==> src/rtl/mux_scan_n_1_pkg.sv <==
// -----------------------------------------------------------------------------
// mux_scan_pkg
// Shared types and constants for the mux_scan_n_1 block.
//   state_t     : FSM state encoding (IDLE, DIRECT, SCAN)
//   MODE_DIRECT : i_mode value selecting direct channel select
//   MODE_SCAN   : i_mode value selecting autonomous masked scan
// -----------------------------------------------------------------------------
package mux_scan_pkg;

    typedef enum logic [1:0] {
        IDLE   = 2'd0,
        DIRECT = 2'd1,
        SCAN   = 2'd2
    } state_t;

    localparam logic MODE_DIRECT = 1'b0;
    localparam logic MODE_SCAN   = 1'b1;

endpackage

==> src/rtl/mux_scan_n_1_if.sv <==
// -----------------------------------------------------------------------------
// mux_scan_n_1_if
// Bus bundle between a multi-channel source/controller and mux_scan_n_1.
// Parameters: N_CH (channels), DW (bits per channel).
//   i_en    : block enable
//   i_mode  : 0 = direct select, 1 = scan
//   i_data  : N_CH*DW packed channels, channel k at [k*DW +: DW]
//   i_sel   : direct-mode channel index
//   i_mask  : scan-eligible channels
//   o_data  : selected channel data (registered)
//   o_sel   : index of the channel on o_data
//   o_valid : o_data/o_sel meaningful
//   o_wrap  : one-cycle pulse on scan pointer wrap
// Modports: master drives the i_* side, slave (the mux) drives the o_* side.
// -----------------------------------------------------------------------------
interface mux_scan_n_1_if #(
    parameter int N_CH = 8,
    parameter int DW   = 1
);
    localparam int SEL_W = $clog2(N_CH);

    logic                 i_en;
    logic                 i_mode;
    logic [N_CH*DW-1:0]   i_data;
    logic [SEL_W-1:0]     i_sel;
    logic [N_CH-1:0]      i_mask;
    logic [DW-1:0]        o_data;
    logic [SEL_W-1:0]     o_sel;
    logic                 o_valid;
    logic                 o_wrap;

    modport master (
        output i_en, i_mode, i_data, i_sel, i_mask,
        input  o_data, o_sel, o_valid, o_wrap
    );

    modport slave (
        input  i_en, i_mode, i_data, i_sel, i_mask,
        output o_data, o_sel, o_valid, o_wrap
    );

endinterface

==> src/rtl/mux_scan_n_1_next_ch.sv <==
// -----------------------------------------------------------------------------
// mux_scan_next_ch
// Combinational circular search for the next set bit of a channel mask.
//   i_mask    : candidate channels
//   i_start   : index the search is anchored at
//   i_incl    : 1 = i_start itself is a candidate, 0 = search strictly after it
//   o_next    : index of the first set bit found (0 when none)
//   o_found   : at least one mask bit is set
//   o_wrapped : the search went past the top index back to/below i_start
// -----------------------------------------------------------------------------
module mux_scan_next_ch #(
    parameter int N_CH  = 8,
    parameter int SEL_W = $clog2(N_CH)
) (
    input  logic [N_CH-1:0]  i_mask,
    input  logic [SEL_W-1:0] i_start,
    input  logic             i_incl,
    output logic [SEL_W-1:0] o_next,
    output logic             o_found,
    output logic             o_wrapped
);

    logic [SEL_W-1:0] w_base;
    logic [SEL_W-1:0] w_idx;

    // N_CH is a power of two, so SEL_W-bit addition wraps the index circularly.
    always_comb begin
        w_base  = i_incl ? i_start : i_start + SEL_W'(1);
        w_idx   = '0;
        o_next  = '0;
        o_found = 1'b0;
        for (int i = 0; i < N_CH; i++) begin
            w_idx = w_base + SEL_W'(i);
            if (!o_found && i_mask[w_idx]) begin
                o_next  = w_idx;
                o_found = 1'b1;
            end
        end
    end

    // A strict search that lands on i_start itself (single-bit mask) counts as a wrap.
    assign o_wrapped = o_found && (i_incl ? (o_next < i_start) : (o_next <= i_start));

endmodule

==> src/rtl/mux_scan_n_1.sv <==
// -----------------------------------------------------------------------------
// mux_scan_n_1
// Registered N:1 multiplexer with enable and an autonomous masked scan mode.
// Parameters: N_CH (channels, power of two >= 2), DW (bits per channel),
//             DWELL (cycles each channel is shown in scan mode, >= 1).
// Ports:
//   i_clk   : clock, rising edge
//   i_rst_n : asynchronous active-low reset
//   bus     : mux_scan_n_1_if.slave (i_en, i_mode, i_data, i_sel, i_mask in;
//             o_data, o_sel, o_valid, o_wrap out)
// Build option: MUX_SCAN_HOLD_EN -- when defined, o_data keeps its last value
// while disabled; otherwise it is cleared on the first disabled edge.
// -----------------------------------------------------------------------------
module mux_scan_n_1 #(
    parameter int N_CH  = 8,
    parameter int DW    = 1,
    parameter int DWELL = 1
) (
    input  logic            i_clk,
    input  logic            i_rst_n,
    mux_scan_n_1_if.slave   bus
);
    import mux_scan_pkg::*;

    localparam int SEL_W = $clog2(N_CH);
    localparam int CNT_W = (DWELL > 1) ? $clog2(DWELL) : 1;

    state_t           r_state;
    logic [SEL_W-1:0] r_ptr;
    logic [CNT_W-1:0] r_cnt;
    logic             r_scan_act;
    logic [DW-1:0]    r_data;
    logic [SEL_W-1:0] r_sel;
    logic             r_valid;
    logic             r_wrap;

    logic             w_entry;
    logic             w_term;
    logic [SEL_W-1:0] w_start;
    logic [SEL_W-1:0] w_next;
    logic             w_found;
    logic             w_wrapped;

    function automatic logic [DW-1:0] ch_data(input logic [N_CH*DW-1:0] data,
                                              input logic [SEL_W-1:0]   k);
        return data[k*DW +: DW];
    endfunction

    // A scan (re)starts when coming from IDLE/DIRECT, or when the previous
    // scan cycle had an empty mask and therefore no channel on display.
    assign w_entry = (r_state != SCAN) || !r_scan_act;
    assign w_term  = (r_cnt == CNT_W'(DWELL - 1));
    assign w_start = w_entry ? '0 : r_ptr;

    // Single search shared by entry (inclusive from 0) and advance (strictly after ptr).
    mux_scan_next_ch #(
        .N_CH  (N_CH),
        .SEL_W (SEL_W)
    ) u_next_ch (
        .i_mask    (bus.i_mask),
        .i_start   (w_start),
        .i_incl    (w_entry),
        .o_next    (w_next),
        .o_found   (w_found),
        .o_wrapped (w_wrapped)
    );

    always_ff @(posedge i_clk or negedge i_rst_n) begin
        if (!i_rst_n) begin
            r_state    <= IDLE;
            r_ptr      <= '0;
            r_cnt      <= '0;
            r_scan_act <= 1'b0;
            r_data     <= '0;
            r_sel      <= '0;
            r_valid    <= 1'b0;
            r_wrap     <= 1'b0;
        end else begin
            r_wrap <= 1'b0;
            if (!bus.i_en) begin
                r_state    <= IDLE;
                r_valid    <= 1'b0;
                r_scan_act <= 1'b0;
`ifdef MUX_SCAN_HOLD_EN
                r_data     <= r_data;
`else
                r_data     <= '0;
`endif
            end else if (bus.i_mode == MODE_DIRECT) begin
                r_state    <= DIRECT;
                r_scan_act <= 1'b0;
                r_data     <= ch_data(bus.i_data, bus.i_sel);
                r_sel      <= bus.i_sel;
                r_valid    <= 1'b1;
            end else begin
                r_state <= SCAN;
                if (!w_found) begin
                    // Empty mask: nothing to show; ptr, count and data hold.
                    r_valid    <= 1'b0;
                    r_scan_act <= 1'b0;
                end else if (w_entry) begin
                    r_ptr      <= w_next;
                    r_cnt      <= '0;
                    r_scan_act <= 1'b1;
                    r_data     <= ch_data(bus.i_data, w_next);
                    r_sel      <= w_next;
                    r_valid    <= 1'b1;
                end else if (w_term) begin
                    // Mask is only consulted here, so a channel removed
                    // mid-dwell still finishes its dwell.
                    r_ptr   <= w_next;
                    r_cnt   <= '0;
                    r_data  <= ch_data(bus.i_data, w_next);
                    r_sel   <= w_next;
                    r_valid <= 1'b1;
                    r_wrap  <= w_wrapped;
                end else begin
                    r_cnt   <= r_cnt + CNT_W'(1);
                    r_data  <= ch_data(bus.i_data, r_ptr);
                    r_sel   <= r_ptr;
                    r_valid <= 1'b1;
                end
            end
        end
    end

    assign bus.o_data  = r_data;
    assign bus.o_sel   = r_sel;
    assign bus.o_valid = r_valid;
    assign bus.o_wrap  = r_wrap;

endmodule

==> src/flat_wrapper.sv <==
// flat-port wrapper written by rule: the top's interface ports become plain ports
module mux_scan_n_1_flat import mux_scan_pkg::*;
#(
    parameter int N_CH  = 8,
    parameter int DW    = 1,
    parameter int DWELL = 1
)
  (i_clk, i_rst_n, bus_i_en, bus_i_mode, bus_i_data, bus_i_sel, bus_i_mask, bus_o_data, bus_o_sel, bus_o_valid, bus_o_wrap);
  mux_scan_n_1_if #(.N_CH(N_CH), .DW(DW)) bus_i ();
  input  logic i_clk;
  input  logic i_rst_n;
  input wire logic [$bits(bus_i.i_en)-1:0] bus_i_en;
  input wire logic [$bits(bus_i.i_mode)-1:0] bus_i_mode;
  input wire logic [$bits(bus_i.i_data)-1:0] bus_i_data;
  input wire logic [$bits(bus_i.i_sel)-1:0] bus_i_sel;
  input wire logic [$bits(bus_i.i_mask)-1:0] bus_i_mask;
  output wire logic [$bits(bus_i.o_data)-1:0] bus_o_data;
  output wire logic [$bits(bus_i.o_sel)-1:0] bus_o_sel;
  output wire logic [$bits(bus_i.o_valid)-1:0] bus_o_valid;
  output wire logic [$bits(bus_i.o_wrap)-1:0] bus_o_wrap;
  assign bus_i.i_en = bus_i_en;
  assign bus_i.i_mode = bus_i_mode;
  assign bus_i.i_data = bus_i_data;
  assign bus_i.i_sel = bus_i_sel;
  assign bus_i.i_mask = bus_i_mask;
  assign bus_o_data = bus_i.o_data;
  assign bus_o_sel = bus_i.o_sel;
  assign bus_o_valid = bus_i.o_valid;
  assign bus_o_wrap = bus_i.o_wrap;
  mux_scan_n_1 #(.N_CH(N_CH), .DW(DW), .DWELL(DWELL)) u_core (.i_clk(i_clk), .i_rst_n(i_rst_n), .bus(bus_i));
endmodule
==> config.mk <==
export PLATFORM = sky130hd
export DESIGN_NAME = mux_scan_n_1_flat
export DESIGN_NICKNAME = d
export VERILOG_FILES = /design/src/rtl/mux_scan_n_1_pkg.sv /design/src/rtl/mux_scan_n_1_if.sv /design/src/rtl/mux_scan_n_1_next_ch.sv /design/src/rtl/mux_scan_n_1.sv /design/src/flat_wrapper.sv
export SDC_FILE = /design/constraint.sdc
export NUM_CORES = 1
export LEC_CHECK = 0
export CAP_MARGIN = 30
export CORE_MARGIN = 5
export CORE_UTILIZATION = 55
export CTS_CLUSTER_SIZE = 24
export DETAILED_ROUTE_END_ITERATION = 10
export GPL_ROUTABILITY_DRIVEN = 0
export PLACE_DENSITY = 0.77
export SYNTH_ARGS = -nofsm -noshare
export SYNTH_HDL_FRONTEND = slang
export SYNTH_SLANG_ARGS = --single-unit
==> constraint.sdc <==
create_clock -name i_clk -period 4.04 [get_ports i_clk]
set_input_delay 0.808 -clock i_clk [delete_from_list [all_inputs] [get_ports i_clk]]
set_output_delay 0.808 -clock i_clk [all_outputs]
set_load 0.1 [all_outputs]
# == Word level (Yosys, flattened, before mapping) ==
# Cells that the tools add are included.
# word_totals
regBits,13
inputBits,23
word_cells,113
# classes
add_sub_neg,9
n_lt_le_gt_ge,10
n_eq_ne,4
shift,3
muxes,60
reduce_logical,19
# ops
cell,count
two-way mux 3 bit,14
two-way mux 1 bit,36
"< comparator 3 x 4 -> 1 bit, second input constant",8
binary-select mux 1 bit (select 3 bit),8
indexed part select 8 x 4 -> 1 bit,3
"adder 3 bit, second input constant",4
logical AND 1 bit,8
zero test 1 bit,8
"adder 3 x 1 -> 3 bit, second input constant",2
"adder 3 x 2 -> 3 bit, second input constant",2
two-way mux 2 bit,2
"!= test 4 bit, second input constant",1
less-or-equal comparator 3 bit,1
< comparator 3 bit,1
"!= test 3 x 2 -> 1 bit, second input constant",1
AND reduction 3 bit,1
"!= test 2 x 1 -> 1 bit, second input constant",1
"!= test 2 bit, second input constant",1
AND reduction 2 bit,1
"adder 1 bit, second input constant",1
logical OR 1 bit,1

# == Depth between registers and ports, before layout ==
# depth
depth_word,37
depth_mapped,16
mapped_depth_nobuf,13

# == Modules after synthesis ==
# Synthesis repeated with hierarchy kept, for this count alone.
# unflattened
hier_cells,181
area_unflattened_um2,1611.5
# modules_own_cells
module,n_inst,cells_per_inst,area_per_inst_um2
mux_scan_next_ch,1,127,984.7
mux_scan_n_1,1,54,626.9

# == Worst setup path before layout ==
# Ideal clock, no wire load.
# synth_path
path_type,input to register
from,in bus_i_mask[7]
to,reg u_core.r_wrap (netlist: u_core.bus.o_wrap)
arrival_time_ps,3159
t_required_ps,3944
setup_slack_ps,786
cell_stages,11
n_path_buf,0
path_cell_list,and4b_1 a2111oi_2 nor3_1 a32oi_2 nand4b_4 nor2_1 a32oi_1 a31oi_1 ha_1 and4_1 nor4_2
# synth_between
elab_chain_cells,32
word_cells_on_any_way,55
classes_between,2 x order compare; 38 x mux; 15 x reduce/logical
# synth_rtl
element,line_no,text
start: declaration,flat_wrapper.sv:16,input wire logic [$bits(bus_i.i_mask)-1:0] bus_i_mask;
binary-select mux 1 bit (select 3 bit),mux_scan_n_1_next_ch.sv:34,if (!o_found && i_mask[w_idx]) begin
two-way mux 1 bit (implied by the code),mux_scan_n_1_next_ch.sv:34,
two-way mux 1 bit,mux_scan_n_1_next_ch.sv:34,
zero test 1 bit,mux_scan_n_1_next_ch.sv:34,
logical AND 1 bit,mux_scan_n_1_next_ch.sv:34,
two-way mux 1 bit,mux_scan_n_1_next_ch.sv:34,
zero test 1 bit,mux_scan_n_1_next_ch.sv:34,
logical AND 1 bit,mux_scan_n_1_next_ch.sv:34,
[... 16 more ...],--,
named net u_core.u_next_ch.o_next[2],mux_scan_n_1_next_ch.sv:18,"output logic [SEL_W-1:0] o_next,"
less-or-equal comparator 3 bit / < comparator 3 bit (equally long branches),mux_scan_n_1_next_ch.sv:42,assign o_wrapped = o_found && (i_incl ? (o_next < i_start) : (o_next <= i_start));
two-way mux 1 bit (*),mux_scan_n_1_next_ch.sv:42,
logical AND 1 bit (*),mux_scan_n_1_next_ch.sv:42,
two-way mux 1 bit (*),mux_scan_n_1.sv:108,end else if (w_term) begin
two-way mux 1 bit (*),mux_scan_n_1.sv:101,end else if (w_entry) begin
two-way mux 1 bit (*),mux_scan_n_1.sv:97,if (!w_found) begin
two-way mux 1 bit (*),mux_scan_n_1.sv:89,end else if (bus.i_mode == MODE_DIRECT) begin
two-way mux 1 bit (*),mux_scan_n_1.sv:80,if (!bus.i_en) begin
end signal: assignment,mux_scan_n_1.sv:116,r_wrap <= w_wrapped;
end: declaration,mux_scan_n_1.sv:35,logic r_wrap;
# The timed path passes the listed nets; every way through them passes the cells marked *. The select of a mux whose other input is x is not followed.
# A chain may end at the register's enable or synchronous reset.

# == Worst setup path in the final report ==
# layout_path
from,in bus_i_mask[7]
to,reg u_core.r_wrap (netlist: u_core.bus.o_wrap)
# layout_between
elab_chain_cells,32
word_cells_on_any_way,55
classes_between,2 x order compare; 38 x mux; 15 x reduce/logical
# layout_rtl
element,line_no
binary-select mux 1 bit (select 3 bit),mux_scan_n_1_next_ch.sv:34
two-way mux 1 bit (implied by the code),mux_scan_n_1_next_ch.sv:34
two-way mux 1 bit,mux_scan_n_1_next_ch.sv:34
zero test 1 bit,mux_scan_n_1_next_ch.sv:34
logical AND 1 bit,mux_scan_n_1_next_ch.sv:34
two-way mux 1 bit,mux_scan_n_1_next_ch.sv:34
zero test 1 bit,mux_scan_n_1_next_ch.sv:34
logical AND 1 bit,mux_scan_n_1_next_ch.sv:34
[... 16 more ...],--
less-or-equal comparator 3 bit / < comparator 3 bit (equally long branches),mux_scan_n_1_next_ch.sv:42
two-way mux 1 bit,mux_scan_n_1_next_ch.sv:42
logical AND 1 bit,mux_scan_n_1_next_ch.sv:42
two-way mux 1 bit,mux_scan_n_1.sv:108
two-way mux 1 bit,mux_scan_n_1.sv:101
two-way mux 1 bit (*),mux_scan_n_1.sv:97
two-way mux 1 bit (*),mux_scan_n_1.sv:89
two-way mux 1 bit (*),mux_scan_n_1.sv:80
# Mark *: on every way between the ends. The rest lies on a longest branch, timed or not. The select of a mux whose other input is x is not followed.

==> results by group <==
Status
  – Run status: finished, final reports clean

Logic synthesis
  – Ys async rst share: 1.00
  – Gate count of the mapped netlist: 226
  – Synth top area share: 0.163
  – Register area share after synthesis: 0.163
  – Top post-synthesis cells by area: dfrtp_1, nand2_1, o21ai_0
  – YS warnings: 0
  – Largest family of logic cells by synthesized area: compound AO/OA/AOI/OAI gates
  – Post-synthesis mux area share: 0.108
  – Area fraction in and, or, nand and nor cells after synthesis: 0.317
  – Leading area contributor after synthesis: dfrtp_1
  – Count leader, synth: nand2_1
  – Syn Std Cell Area: 1840 um2
  – Synth Area in XOR/XNOR: 0.00954
  – EDFF count, synth: 0
  – Synth cell count leaders: nand2_1, o21ai_0, dfrtp_1
  – Distinct cell type count after synthesis: 76
  – Post-synthesis adder-cell area fraction: 0.00681
  – #FFs+latches synth: 12
  – Top FF cell, synth: dfrtp_1
  – Net Count, Synth: 250
  – Syn Area/Cell: 8.13 um2
  – Compound-Gate Fraction of Synth Area: 0.341

STA
  – RSZ-0062 raised after global routing: no
  – Slew @ Worst Pin: between 0.9 and 1 ns
  – Clk_skew: approximately 0.0013 ns
  – Final Setup Violations: 0
  – Worst slew margin: 0.349
  – Final hold vios: 0
  – Min Tclk post-route: 3.65 ns
  – Max-slew violations: 0
  – Period utilization: 0.904
  – Fmax: about 270 MHz
  – Setup TNS: 0 ns
  – Final Hold Slack: 0.610 ns

Drt
  – Met3 WL: 398 um
  – M1 WL: 2.11 mm
  – Routed Antenna Nets: 0
  – Routed wire length: 5.16 mm
  – Iteration-0 DRC Markers: 269
  – Vias per cell: 6.61
  – DR WL/cell: 17.0 um
  – DR WL met2: 2.49 mm
  – DRT Pass-1 Iters: 4
  – Highest routed layer: met4
  – # DRC: 0
  – Vias: approximately 2,000

Clock tree
  – Clock transition at the registers of the reported paths: ~0.080 ns
  – CTS Hold Bufs: 0
  – Clock Sinks: 12
  – Post-CTS Resized: 0
  – Total setup buffers inserted after CTS: 0
  – Maximum clock path buffer count: 2
  – CTS Root Cell: clkbuf_4
  – Later-pin clock latency in the skew report: 0.27 ns
  – H-tree Lvls: 1
  – TritonCTS Buffers: 3
  – CTS tree: done

Critical path
  – Max stage delay on crit path: 0.46 ns
  – Crit path buffers/inverters: 1
  – Critical-path cell list: clkdlybuf4s50_1 > and4b_1 > a2111oi_2 > nor3_1 > a32oi_2 > a211o_2 > o2111ai_1 > a211oi_2 > nor2_4 > xnor2_1 > and4_1 > nor4_2
  – CP Launch Type: input pin
  – Crit Path Max Fanout: 6
  – Crit path max-delay cell type: clkdlybuf4s50_1
  – Critical path type: input pin to flop
  – Worst r2r src: u_core.r_state[0]
  – Family with the most delay on the worst path: compound AO/OA/AOI/OAI gates
  – Reg-to-reg endpoint: u_core.bus.o_wrap
  – Crit. End Element: flop
  – R2r setup slk: 0.43 ns
  – Worst path required time: 4.22 ns
  – Arr. time, crit path: 3.83 ns
  – R2R cell count: 11

Pwr
  – Peak supply drop: between 0.2 and 0.3 mV
  – PwrDens: 242 nW/um2
  – Leak: 0.843 nW

Min path
  – WHS Path Cells: 2
  – Worst Hold Launch: u_core.bus.o_sel[2]
  – Hold WC Path Type: flop to flop
  – Hold endpoint: u_core.bus.o_sel[2]

Placed design
  – PortBufs: 28
  – DP HPWL: 4.04 mm

Layout
  – Nets: 283
  – Share of cells above drive strength 1: 0.178
  – Syn-to-layout area delta: 21.9%
  – ANT cells: 0

Global routing
  – Tot GR Track Use: 0.244
  – First-pass GRT wire length: 8.76 mm
  – Initial antenna violation count: 0
  – Vias in the first global route: about 2,000
  – Largest net degree at the start of global routing: 21
  – Grt ovf: 0

Floorplanning
  – # rows: 21
  – DIE HEIGHT: 67.8 um
  – DIE WIDTH: ~68 um
  – IO Pins: 29
  – Die ar.: around 4600 um2
  – Core area: 3280 um2
  – Initial Util: 0.559

Flow run
  – Max_cap viols: 0
==> where the power goes <==
group	switching [mW]	internal, mW	leakage (nW)
clock	0.0400	0.0548	0.0210
combinational	0.179	0.117	0.672
sequential	0.0188	0.132	0.150
==> placed cells by master, fill, tap and decap left out, types with 2 or more instances in the layout <==
cell type        netlist  routed
a211oi_2               3       3
a21boi_0               2       2
a21o_1                 3       3
a21oi_1               11      11
a221oi_1               2       2
a22oi_1                4       4
a31oi_1                2       2
a32oi_1                2       2
and2_1                 7       7
and3b_1                3       3
buf_4                  1      13
clkbuf_4               0       3
clkdlybuf4s50_1        0      28
dfrtp_1               12      12
inv_1                  7       7
mux2_2                 4       4
mux2i_1                5       5
mux4_2                 3       3
nand2_1               26      26
nand2b_1               2       2
nand3_1                7       7
nand3b_1               2       2
nor2_1                 9       9
nor2b_1                3       3
nor3_1                 6       6
nor3_2                 4       4
nor4_1                 4       4
nor4_2                 2       2
o2111ai_1              2       2
o211a_1                2       2
o211ai_1               4       4
o21a_1                 2       2
o21ai_0               14      14
o22ai_1               10      10
o311ai_1               2       2
o31a_1                 2       2
or3_1                  2       2
==> routing by layer <==
layer	GRT usage	up-vias
met1	0.291	926
met4	0.0993	0
li1	-	976
met2	0.429	94
met3	0.0399	12
met5	0	-
==> worst max path at each step <==
stage / depth (start not counted) / slack (ns) / start / to
2_1_floorplan: 11 / 0.79 / bus_i_mask[7] / u_core.bus.o_wrap
3_3_place_gp: 12 / 0.19 / bus_i_mask[7] / u_core.bus.o_wrap
3_5_place_dp: 12 / 0.12 / bus_i_mask[7] / u_core.bus.o_wrap
4_1_cts: 12 / 0.40 / bus_i_mask[7] / u_core.bus.o_wrap
5_1_grt: 12 / 0.16 / bus_i_mask[7] / u_core.bus.o_wrap
6_report: 12 / 0.39 / bus_i_mask[7] / u_core.bus.o_wrap
==> kinds of logic (layout without fill, tap and decap cells) <==
group                      after synthesis  count (layout)
AOI/OAI and AO/OA                       82              82
buffers and inverters                   21              53
muxes                                   14              14
DFF                                     12              12
and+or+nand+nor                         94              94
adders and majority gates                1               1
xor gates and xnor gates                 2               2
==> state kept, by name, summed over array words and instances (netlist names) <==
signal and flops:
u_core.bus.o_data 1, u_core.bus.o_sel 3, u_core.bus.o_valid 1, u_core.bus.o_wrap 1, u_core.r_ptr 3, u_core.r_scan_act 1, u_core.r_state 2
==> tightest hold or removal path, cell delays in order (launching register included) <==
cell and delay [ns]:
dfrtp_1 0.38, o22ai_1 0.08, a21oi_1 0.11
==> through the flow <==
step	instance area, um2	std cells	total power [mW]	worst slack (ns)	utilization
3_5_place_dp	2200	300	0.446	0.122	0.671
3_3_place_gp	2200	300	0.443	0.187	0.671
4_1_cts	2240	304	0.542	0.395	0.682
5_1_grt	2240	304	0.576	0.162	0.682
6_report	2240	304	0.541	0.389	0.682
2_1_floorplan	1840	226	0.357	0.786	-
==> area by class of cell <==
type / count / area (um2)
multi-input combinational: 193 / 1440
timing repair buffer: 41 / 378
tap: 46 / 57.6
clock buffer: 4 / 36.3
sequential: 12 / 300
inverter: 8 / 30.0
fill: 274 / 1040
(Power assumes the default switching activity.)
